`config.mk`:
```
export PLATFORM = sky130hd
export DESIGN_NAME = keypad_entry_ctrl_flat
export DESIGN_NICKNAME = d
export VERILOG_FILES = /design/src/rtl/keypad_entry_ctrl_pkg.sv /design/src/rtl/keypad_entry_ctrl_if.sv /design/src/rtl/keypad_entry_ctrl_scanner.sv /design/src/rtl/keypad_entry_ctrl.sv /design/src/flat_wrapper.sv
export SDC_FILE = /design/constraint.sdc
export NUM_CORES = 1
export LEC_CHECK = 0
export CAP_MARGIN = 30
export CORE_MARGIN = 2
export CORE_UTILIZATION = 40
export CTS_BUF_LIST = sky130_fd_sc_hd__clkbuf_4
export CTS_CLUSTER_SIZE = 25
export DETAILED_ROUTE_END_ITERATION = 8
export HOLD_SLACK_MARGIN = 0.08
export PLACE_DENSITY = 0.69
export SLEW_MARGIN = 20
export SYNTH_ARGS = -nofsm -noshare
export SYNTH_HDL_FRONTEND = slang
export SYNTH_HIERARCHICAL = 1
export SYNTH_SLANG_ARGS = --single-unit
```
`constraint.sdc`:
```
create_clock -name clk -period 2.9 [get_ports clk]
set_input_delay 0.435 -clock clk [delete_from_list [all_inputs] [get_ports clk]]
set_output_delay 0.435 -clock clk [all_outputs]
set_load 0.05 [all_outputs]
```
`src/rtl/keypad_entry_ctrl_pkg.sv`:
```
// keypad_pkg: key codes, scan FSM states and the row/column to key-code map
package keypad_pkg;
   localparam logic [3:0] KEY_A    = 4'hA;
   localparam logic [3:0] KEY_B    = 4'hB;
   localparam logic [3:0] KEY_C    = 4'hC;
   localparam logic [3:0] KEY_D    = 4'hD;
   localparam logic [3:0] KEY_STAR = 4'hE;
   localparam logic [3:0] KEY_HASH = 4'hF;
   typedef enum logic [1:0] {ST_SCAN, ST_DB_PRESS, ST_HELD, ST_DB_REL} scan_state_e;
   localparam logic [15:0][3:0] KEYMAP = {
      KEY_D, KEY_HASH, 4'h0, KEY_STAR,
      KEY_C, 4'h9,     4'h8, 4'h7,
      KEY_B, 4'h6,     4'h5, 4'h4,
      KEY_A, 4'h3,     4'h2, 4'h1
   };
   function automatic logic [1:0] low_idx(input logic [3:0] v);
      return !v[1] ? 2'd1 : !v[2] ? 2'd2 : !v[3] ? 2'd3 : 2'd0;
   endfunction
   function automatic logic [3:0] keymap(input logic [1:0] row, input logic [1:0] col);
      return KEYMAP[{row, col}];
   endfunction
endpackage

```
`src/rtl/keypad_entry_ctrl_if.sv`:
```
// keypad_entry_ctrl_if: keypad pins plus the entered-number bus towards the consumer
interface keypad_entry_ctrl_if;
   logic [3:0]  line;
   logic [3:0]  col;
   logic [3:0]  reg1;
   logic [3:0]  reg2;
   logic [3:0]  reg3;
   logic [3:0]  reg4;
   logic [2:0]  digit_count;
   logic        entry_valid;
   logic [15:0] entry_value;
   logic [2:0]  entry_len;
   logic        key_valid;
   logic [3:0]  key_code;
   logic        err;
   modport master (input line, output col, reg1, reg2, reg3, reg4, digit_count,
                   entry_valid, entry_value, entry_len, key_valid, key_code, err);
   modport slave (output line, input col, reg1, reg2, reg3, reg4, digit_count,
                  entry_valid, entry_value, entry_len, key_valid, key_code, err);
endinterface

```
`src/rtl/keypad_entry_ctrl_scanner.sv`:
```
// keypad_scanner: column scan, row synchroniser and press/release debounce
module keypad_scanner
   import keypad_pkg::*;
#(
   parameter int SCAN_DIV  = 1000,
   parameter int DB_CYCLES = 20
) (
   input  logic       clk,
   input  logic       reset,
   input  logic [3:0] line,
   output logic [3:0] col,
   output logic       press_done,
   output logic [3:0] press_code
);
   localparam int DW = $clog2(SCAN_DIV);
   localparam int CW = $clog2(DB_CYCLES);
   localparam logic [DW-1:0] DIV_LAST = DW'(SCAN_DIV - 1);
   localparam logic [CW-1:0] CNT_LAST = CW'(DB_CYCLES - 1);
   scan_state_e   state_q, state_d;
   logic [3:0]    line_m_q, line_s_q, col_q, col_d, snap_q, snap_d, code_q, code_d;
   logic [DW-1:0] div_q, div_d;
   logic [CW-1:0] cnt_q, cnt_d;
   logic          one_low, stay, commit;
   assign one_low = $countones(~line_s_q) == 1;
   // state and datapath registers; rows idle high so the synchroniser resets to 1111
   always_ff @(posedge clk) begin
      if (reset) begin
         state_q  <= ST_SCAN;
         line_m_q <= 4'hF;
         line_s_q <= 4'hF;
         col_q    <= 4'b1110;
         snap_q   <= 4'hF;
         code_q   <= '0;
         div_q    <= '0;
         cnt_q    <= '0;
      end else begin
         state_q  <= state_d;
         line_m_q <= line;
         line_s_q <= line_m_q;
         col_q    <= col_d;
         snap_q   <= snap_d;
         code_q   <= code_d;
         div_q    <= div_d;
         cnt_q    <= cnt_d;
      end
   end
   // next state: a press needs DB_CYCLES matching cycles, a release DB_CYCLES idle cycles
   always_comb begin
      state_d = state_q;
      unique case (state_q)
         ST_SCAN:     state_d = one_low ? ST_DB_PRESS : ST_SCAN;
         ST_DB_PRESS: state_d = line_s_q != snap_q ? ST_SCAN : cnt_q == CNT_LAST ? ST_HELD : ST_DB_PRESS;
         ST_HELD:     state_d = line_s_q == 4'hF ? ST_DB_REL : ST_HELD;
         ST_DB_REL:   state_d = line_s_q != 4'hF ? ST_HELD : cnt_q == CNT_LAST ? ST_SCAN : ST_DB_REL;
      endcase
   end
   // datapath: column only moves while scanning or after a committed release
   always_comb begin
      stay       = state_d == state_q;
      commit     = state_q == ST_DB_REL && state_d == ST_SCAN;
      cnt_d      = (stay && (state_q == ST_DB_PRESS || state_q == ST_DB_REL)) ? cnt_q + 1'b1 : '0;
      div_d      = (stay && state_q == ST_SCAN && div_q != DIV_LAST) ? div_q + 1'b1 : '0;
      col_d      = ((stay && state_q == ST_SCAN && div_q == DIV_LAST) || commit) ? {col_q[2:0], col_q[3]} : col_q;
      snap_d     = (state_q == ST_SCAN && one_low) ? line_s_q : snap_q;
      code_d     = (state_q == ST_DB_PRESS && state_d == ST_HELD) ? keymap(low_idx(snap_q), low_idx(col_q)) : code_q;
      press_done = commit;
      press_code = code_q;
      col        = col_q;
   end
endmodule

```
`src/rtl/keypad_entry_ctrl.sv`:
```
// keypad_entry_ctrl: keypad scanner plus digit-entry sequencer and commit logic
module keypad_entry_ctrl
   import keypad_pkg::*;
#(
   parameter int SCAN_DIV  = 1000,
   parameter int DB_CYCLES = 20
) (
   input logic                 clk,
   input logic                 reset,
   keypad_entry_ctrl_if.master bus
);
   logic [3:0]       col, press_code, key_code_q, key_code_d;
   logic             press_done, is_digit;
   logic [0:3][3:0]  regs_q, regs_d;
   logic [2:0]       count_q, count_d, entry_len_q, entry_len_d;
   logic [15:0]      entry_value_q, entry_value_d;
   logic             key_valid_q, key_valid_d, entry_valid_q, entry_valid_d, err_q, err_d;
   keypad_scanner #(.SCAN_DIV(SCAN_DIV), .DB_CYCLES(DB_CYCLES)) u_scanner (
      .clk        (clk),
      .reset      (reset),
      .line       (bus.line),
      .col        (col),
      .press_done (press_done),
      .press_code (press_code)
   );
   assign is_digit = !(press_code inside {KEY_A, KEY_B, KEY_C, KEY_D, KEY_STAR, KEY_HASH});
   // entry registers and one-cycle pulses
   always_ff @(posedge clk) begin
      if (reset) begin
         regs_q        <= '0;
         count_q       <= '0;
         entry_value_q <= '0;
         entry_len_q   <= '0;
         key_code_q    <= '0;
         key_valid_q   <= 1'b0;
         entry_valid_q <= 1'b0;
         err_q         <= 1'b0;
      end else begin
         regs_q        <= regs_d;
         count_q       <= count_d;
         entry_value_q <= entry_value_d;
         entry_len_q   <= entry_len_d;
         key_code_q    <= key_code_d;
         key_valid_q   <= key_valid_d;
         entry_valid_q <= entry_valid_d;
         err_q         <= err_d;
      end
   end
   // commit a released key: append digit, clear on '*', publish on '#'
   always_comb begin
      regs_d        = regs_q;
      count_d       = count_q;
      entry_value_d = entry_value_q;
      entry_len_d   = entry_len_q;
      key_code_d    = press_done ? press_code : key_code_q;
      key_valid_d   = press_done;
      entry_valid_d = 1'b0;
      err_d         = 1'b0;
      if (press_done) begin
         if (is_digit) begin
            if (count_q == 3'd4) err_d = 1'b1;
            else begin
               regs_d[count_q[1:0]] = press_code;
               count_d              = count_q + 3'd1;
            end
         end else if (press_code == KEY_STAR) begin
            regs_d  = '0;
            count_d = '0;
         end else if (press_code == KEY_HASH) begin
            if (count_q == 3'd0) err_d = 1'b1;
            else begin
               entry_valid_d = 1'b1;
               entry_value_d = regs_q;
               entry_len_d   = count_q;
               regs_d        = '0;
               count_d       = '0;
            end
         end
      end
   end
   // drive the consumer-facing bus
   always_comb begin
      bus.col         = col;
      bus.reg1        = regs_q[0];
      bus.reg2        = regs_q[1];
      bus.reg3        = regs_q[2];
      bus.reg4        = regs_q[3];
      bus.digit_count = count_q;
      bus.entry_valid = entry_valid_q;
      bus.entry_value = entry_value_q;
      bus.entry_len   = entry_len_q;
      bus.key_valid   = key_valid_q;
      bus.key_code    = key_code_q;
      bus.err         = err_q;
   end
endmodule

```
`src/flat_wrapper.sv`:
```
// flat-port wrapper written by rule: the top's interface ports become plain ports
module keypad_entry_ctrl_flat import keypad_pkg::*;
#(
   parameter int SCAN_DIV  = 1000,
   parameter int DB_CYCLES = 20
)
  (clk, reset, bus_line, bus_col, bus_reg1, bus_reg2, bus_reg3, bus_reg4, bus_digit_count, bus_entry_valid, bus_entry_value, bus_entry_len, bus_key_valid, bus_key_code, bus_err);
  keypad_entry_ctrl_if bus_i ();
  input logic clk;
  input logic reset;
  input wire logic [$bits(bus_i.line)-1:0] bus_line;
  output wire logic [$bits(bus_i.col)-1:0] bus_col;
  output wire logic [$bits(bus_i.reg1)-1:0] bus_reg1;
  output wire logic [$bits(bus_i.reg2)-1:0] bus_reg2;
  output wire logic [$bits(bus_i.reg3)-1:0] bus_reg3;
  output wire logic [$bits(bus_i.reg4)-1:0] bus_reg4;
  output wire logic [$bits(bus_i.digit_count)-1:0] bus_digit_count;
  output wire logic [$bits(bus_i.entry_valid)-1:0] bus_entry_valid;
  output wire logic [$bits(bus_i.entry_value)-1:0] bus_entry_value;
  output wire logic [$bits(bus_i.entry_len)-1:0] bus_entry_len;
  output wire logic [$bits(bus_i.key_valid)-1:0] bus_key_valid;
  output wire logic [$bits(bus_i.key_code)-1:0] bus_key_code;
  output wire logic [$bits(bus_i.err)-1:0] bus_err;
  assign bus_i.line = bus_line;
  assign bus_col = bus_i.col;
  assign bus_reg1 = bus_i.reg1;
  assign bus_reg2 = bus_i.reg2;
  assign bus_reg3 = bus_i.reg3;
  assign bus_reg4 = bus_i.reg4;
  assign bus_digit_count = bus_i.digit_count;
  assign bus_entry_valid = bus_i.entry_valid;
  assign bus_entry_value = bus_i.entry_value;
  assign bus_entry_len = bus_i.entry_len;
  assign bus_key_valid = bus_i.key_valid;
  assign bus_key_code = bus_i.key_code;
  assign bus_err = bus_i.err;
  keypad_entry_ctrl #(.SCAN_DIV(SCAN_DIV), .DB_CYCLES(DB_CYCLES)) u_core (.clk(clk), .reset(reset), .bus(bus_i));
endmodule
```
Yosys cells after proc, flatten, opt, wreduce, memory -nomap -nowiden
Memory sizes are Yosys's and may differ from the RTL's. A register that Yosys moved wholly into a read port is not among the register bits.
Index checks and enable logic that the tools add are counted.
{ "totals": {"mem_count": 1, "wordCells": 110, "rom_bits": 64, "out_inout_bits": 49, "reg_bits": 78, "in_bits": 6} }
{ "classes": {"muxes": 32, "magnitude_cmp": 2, "n_reduce_logical": 20, "n_addsub": 6, "eq_ne": 22, "bitwise_logic": 9} }
{ "memory_table": {"columns": ["name", "words", "word_bits", "rd", "rd_clocked_by_memory_dff", "wr", "line_no", "text"], "rows": [
  ["(no name shown)", 16, 4, 1, 1, 0, "keypad_entry_ctrl_pkg.sv:20", "return KEYMAP[{row, col}];"]
]} }
{ "op_table": {"columns": ["op", "count"], "rows": [
  ["$mux 16", 5],
  ["$eq 4x4->1 const B", 7],
  ["$mux 2", 10],
  ["$bwmux 16", 1],
  ["$mux 3", 5],
  ["$add 10x1->10 const B", 1],
  ["$eq 10x10->1 const B", 1],
  ["$ne 10x10->1 const B", 1],
  ["$demux 4 s2", 1],
  ["$logic_and 1x1->1", 8],
  ["$mux 1", 8],
  ["$pmux 2 s4", 1],
  ["$not 1->1", 7],
  ["$eq 2x2->1 const B", 3],
  ["$ne 3x3->1 const B", 2],
  ["$reduce_bool 6->1", 1],
  ["$reduce_or 2->1", 3],
  ["$add 5x1->5 const B", 1],
  ["$eq 5x5->1 const B", 1],
  ["$reduce_and 5->1", 1],
  ["$reduce_or 5->1", 1],
  ["$add 1x1->2", 2],
  ["$logic_not 2->1", 2],
  ["$mux 4", 1],
  ["other kinds (16)", 17]
]} }

Logic depth before layout (Yosys ltp)
Gate-level depths: netlist of the first run.
{ "logic_depth": {"depth_word": 11, "ltp_mapped": 10, "depth_no_buf": 9} }

Hierarchy
The synthesis of the first run kept the hierarchy.
{ "modules_own_cells": {"columns": ["mod", "n_inst", "area_each_um2", "seq_area_each_um2", "cells_each"], "rows": [
  ["keypad_entry_ctrl", 1, 1930.6, 900.9, 219],
  ["keypad_scanner", 1, 1647.8, 740.7, 186]
]} }

Worst setup path before layout of the first run
OpenSTA, ideal clock, no wires.
{ "synth_timing": {"path_type": "register to register", "startpoint": "reg u_core.u_scanner.line_s_q[0]", "endpoint": "reg u_core.u_scanner.col_q[0], in the netlist u_core/u_scanner/col[0]", "period_less_slack_ps": 2424, "path_buffers": 0, "t_required_ps": 2772, "stages_incl_launch_ff": 10, "arrival_ps": 2296, "slack_ps": 476, "setup_time_ps": 128, "path_cell_list": "dfxtp_1 fa_1 inv_1 ha_1 ha_1 nor2_1 a211o_1 o22ai_1 mux2i_1 nor2_1"} }
{ "synth_via": {"elab_chain_len": 10, "word_cells_on_any_way": 18, "cone_classes": "add/sub (2); eq/ne (5); mux (5); bitwise (1); reduce/logical (5)"} }
{ "synth_lines": {"columns": ["element", "line_no", "text"], "rows": [
  ["from (decl)", "keypad_entry_ctrl_scanner.sv:20", "logic [3:0] line_m_q, line_s_q, col_q, col_d, snap_q, snap_d, code_q, code_d;"],
  ["from (signal assigned)", "keypad_entry_ctrl_scanner.sv:39", "line_s_q <= line_m_q;"],
  ["$not 4->4", "keypad_entry_ctrl_scanner.sv:24", "assign one_low = $countones(~line_s_q) == 1;"],
  ["$add 1x1->2 (implied by the code)", "keypad_entry_ctrl_scanner.sv:24", null],
  ["$add 2x2->3 (implied by the code)", "keypad_entry_ctrl_scanner.sv:24", null],
  ["$eq 3x1->1", "keypad_entry_ctrl_scanner.sv:24", null],
  ["$mux 1", "keypad_entry_ctrl_scanner.sv:51", "ST_SCAN: state_d = one_low ? ST_DB_PRESS : ST_SCAN;"],
  ["$pmux 2 s4 (*)", "keypad_entry_ctrl_scanner.sv:50", "unique case (state_q)"],
  ["$eq 2x2->1", "keypad_entry_ctrl_scanner.sv:59", "stay = state_d == state_q;"],
  ["$logic_and 1x1->1 (2 in series)", "keypad_entry_ctrl_scanner.sv:63", "col_d = ((stay && state_q == ST_SCAN && div_q == DIV_LAST) || commit) ? {col_q[2:0], col_q[3]} : col_q;"],
  ["$logic_or 1x1->1 (*)", "keypad_entry_ctrl_scanner.sv:63", null],
  ["to (signal assigned)", "keypad_entry_ctrl_scanner.sv:40", "col_q <= col_d;"],
  ["to (decl)", "keypad_entry_ctrl_scanner.sv:20", null]
]} }
Every way passes the cells marked *; elsewhere a longest branch is shown, timed or not.
A chain may end at the register's enable or synchronous reset.

Worst setup path in the final report of the first run
Ends and elaborated chain as after synthesis.

==> results of run 1 <==
flip-flops by register name, indices dropped and copies added, names as in the netlist:
| register | flops |
|---|---|
| u_core/bus.entry_value | 16 |
| u_core/u_scanner/div_q | 10 |
| u_core/u_scanner/cnt_q | 5 |
| u_core/bus.key_code | 4 |
| u_core/bus.reg1 | 4 |
| u_core/bus.reg2 | 4 |
| u_core/bus.reg3 | 4 |
| u_core/bus.reg4 | 4 |
| u_core/u_scanner/col | 4 |
| u_core/u_scanner/line_m_q | 4 |
| u_core/u_scanner/line_s_q | 4 |
| u_core/u_scanner/press_code | 4 |
| u_core/u_scanner/snap_q | 4 |
| u_core/bus.digit_count | 3 |
| u_core/bus.entry_len | 3 |
| u_core/u_scanner/state_q | 2 |
| u_core/bus.entry_valid | 1 |
| u_core/bus.err | 1 |
| u_core/bus.key_valid | 1 |
worst reg2reg max path: cells and delay by family, from the launching register on:
| family | cells | cell delay (ns) |
|---|---|---|
| compound gates | 2 | 0.75 |
| simple gates | 2 | 0.10 |
| mux | 1 | 0.24 |
| fa+ha+maj | 3 | 0.97 |
| buf+inv | 1 | 0.04 |
| flops | 1 | 0.38 |
worst paths after layout:
check	depth (start not counted)	slack (ns)	to
worst max-delay path	9	0.33	u_core/u_scanner/col[0]
worst min-delay path	2	0.38	u_core/bus.entry_value[8]
worst max register to register	9	0.33	u_core/u_scanner/col[0]
worst min register to register	1	0.42	u_core/u_scanner/line_s_q[1]
cell type report:
class                      instances  area, µm²
fill                             864       4420
tap                              108        135
clock buffer                      10       75.1
sequential                        82       1640
multi-input combinational        284       1710
inverter                          15       56.3
clock inverter                     6       81.3
timing repair buffer              57        558
metrics by stage:
step	setup WS, ns	total power [mW]
finish	0.332	2.03
global placement	0.397	1.33
floorplan	0.476	1.30
detailed placement	0.349	1.33
global route	0.123	2.13
CTS	0.340	2.06
cells in the final DEF, fill, tap and decap left out, types with 2 or more instances in the layout:
cell / Yosys / routed
inv_1: 14 / 14
or3_1: 4 / 4
nor2b_1: 2 / 2
a32oi_1: 4 / 4
a21oi_1: 30 / 30
xnor2_1: 6 / 6
buf_4: 4 / 3
nand2_2: 11 / 11
nor3b_1: 2 / 2
a21oi_2: 10 / 10
o22ai_1: 2 / 2
o21ai_0: 25 / 25
or2_2: 8 / 8
dfxtp_1: 82 / 82
a211o_1: 4 / 4
nor2_1: 35 / 35
nand4_1: 12 / 12
mux2i_1: 7 / 7
clkbuf_4: 0 / 10
nand2b_1: 2 / 2
ha_1: 9 / 9
clkdlybuf4s50_1: 0 / 53
xor2_1: 7 / 7
bufinv_16: 0 / 2
nand3_1: 11 / 11
nor3_1: 10 / 10
clkinv_2: 0 / 2
nand2_1: 56 / 56
and3_1: 4 / 4
where the power goes:
| group | leakage (nW) | switching (mW) | internal [mW] | total [mW] |
|---|---|---|---|---|
| combinational | 0.804 | 0.0729 | 0.0593 | 0.132 |
| clock | 0.0838 | 0.371 | 0.354 | 0.724 |
| sequential | 0.664 | 0.0270 | 1.15 | 1.17 |
| total | 1.55 | 0.470 | 1.56 | 2.03 |
routing by layer:
| layer | global-route usage | vias up |
|---|---|---|
| met2 | 0.258 | 75 |
| li1 | - | 1471 |
| met4 | 0.0485 | 0 |
| met1 | 0.202 | 1318 |
| met3 | 0.0539 | 8 |
| met5 | 0 | - |
cells by family (layout without fill, tap and decap cells):
group	Yosys count	after routing
buffers and inverters	39	88
muxes	7	7
DFF	82	82
AOI/OAI and AO/OA	85	85
adders and majority gates	10	10
and+or+nand+nor	169	169
xor gates and xnor gates	13	13
==> impl_metrics.csv, run 1 <==
group,metric,value,unit
grt,grt_max_degree,31,
synthesis,asyncSetResetFlopFracSynth,0,
clock_tree,cts_buffer_depth,2,
sta,min_period_over_period,0.885,
critical_path,slowest_delay,0.54,ns
synthesis,syn-num-nets,421,
sta,max_freq,389,MHz
final_layout,syn_to_final_growth,19.0,%
clock_tree,post_cts_buffers,0,
clock_tree,ctsHoldBuffers,0,
synthesis,synth_edf_count,0,
synthesis,ys_warn_count,6,
synthesis,ys_top_cells_by_area,"dfxtp_1 46%, nand2_1 5.9%, a21oi_1 4.2%, nor2_1 3.7%, o21ai_0 3.5%",
sta,hold_slack,0.378,ns
critical_path,crit_path_start,"u_core/u_scanner/line_s_q[0]",
synthesis,synth_cell_type_count,53,
synthesis,yosysTopAreaCell,"dfxtp_1",
critical_path,crit_family,"adder cells",
route,wl_met2,3.47,mm
synthesis,syn_inst,405,
synthesis,synthXorXnorAreaFrac,0.0318,
sta,finalCriticalPeriod,2.57,ns
sta,tns,0,ns
floorplan,num_rows,34,
grt,grt_overflow,0,
sta,setup_viol,0,
route,drtAntennaViolNets,0,
placed_design,io_buffers,54,
placed_design,hpwl,5.11,mm
floorplan,start_util,0.412,
job,maxCapViolations,0,
clock_tree,cts-htree-levels,3,
critical_path,start_kind,"register",
critical_path,path_cells,"fa_1 > inv_1 > ha_1 > ha_1 > nor2_1 > a211o_1 > o22ai_1 > mux2i_1 > nor2_1",
critical_path,worst_path_max_delay_cell,"fa_1",
final_layout,fin_util,0.491,
final_layout,final_area,4260,µm²
synthesis,synth_compound_area_frac,0.149,
route,wl_met1,3.45,mm
critical_path,crit_type,"register to register",
floorplan,fp.dieArea,9720,µm²
pwr,power.leakage,1.55,nW
route,top_layer,"met4",
critical_path,crit_fanout,7,
placed_design,gp_congestion,0.843,
synthesis,synthAdderAreaFrac,0.0371,
critical_path,r2r_start,"u_core/u_scanner/line_s_q[0]",
clock_tree,tritoncts,"built",
hold_path,hp-start,"reset",
synthesis,synth_mux_area_frac,0.0196,
route,remaining_drc_errors,0,
route,vias_per_cell,5.11,
grt,grt_pass1_vias,2755,
grt,grt_pass1_wl,12.8,mm
sta,relSlewSlack,0.379,
synthesis,syn_area_per_cell,8.84,µm²
final_layout,drive_gt1_frac,0.130,
hold_path,hold_class,"input port to register",
synthesis,synth_seq_cells,82,
clock_tree,post_cts_resized,0,
route,wl_met3,352,µm
floorplan,core_region_area,8680,µm²
route,vias,2872,
clock_tree,clkSlewWorstSetupHoldPaths,0.12,ns
final_layout,instances_no_fill,562,
grt,antenna_found_initial,0,
synthesis,synth.top_cells.by_count,"82 x dfxtp_1, 56 x nand2_1, 35 x nor2_1",
route,drt_iter0_drc,111,
sta,finalHoldViolations,0,
clock_tree,cts-root-buf,"clkbuf_4",
synthesis,yosys.area_share.simple,0.241,
pwr,peakVddDrop,0.000280,V
placed_design,dp_cells,546,
synthesis,ys_seq_area_frac,0.459,
clock_tree,cts_buffers,9,
critical_path,required,3.22,ns
sta,worst_slew_pin_slew,0.932,ns
route,wl_per_cell,13.1,µm
critical_path,critPathArrivalTime,2.88,ns
clock_tree,clock_latency,0.42,ns
synthesis,netlist_area,3580,µm²
synthesis,ys.flop_type,"dfxtp_1",
sta,drv_slew,0,
route,drt_pass1_iterations,4,
route,drt_wl_total,7.37,mm
synthesis,synth.most_common_cell,"dfxtp_1",
critical_path,crit_buf_inv,1,
clock_tree,clock-sinks,82,
final_layout,antenna_cells,0,
final_layout,layout.nets,465,
placed_design,dpl_cell_area,4100,µm²
sta,skew,0.0153,ns
sta,rsz0062_at_grt,"false",
critical_path,end_kind,"register",
synthesis,synth_top_family_by_area,"simple AND/OR/NAND/NOR gates",
synthesis,yosysTopAreaCellShare,0.459,
outcome,status,"completed",
floorplan,die_width,98.6,µm
grt,grt_usage,0.159,
floorplan,ios,55,
floorplan,die_h,98.6,µm
pwr,power_density,477,nW/µm²
Note: power is estimated with default switching activity, not from simulation.
==> run 2: changes to the inputs <==
SLEW_MARGIN = default   (was 20)
==> results of run 2 <==
No change in the layout: final DEF, timing and power equal those of run 1.
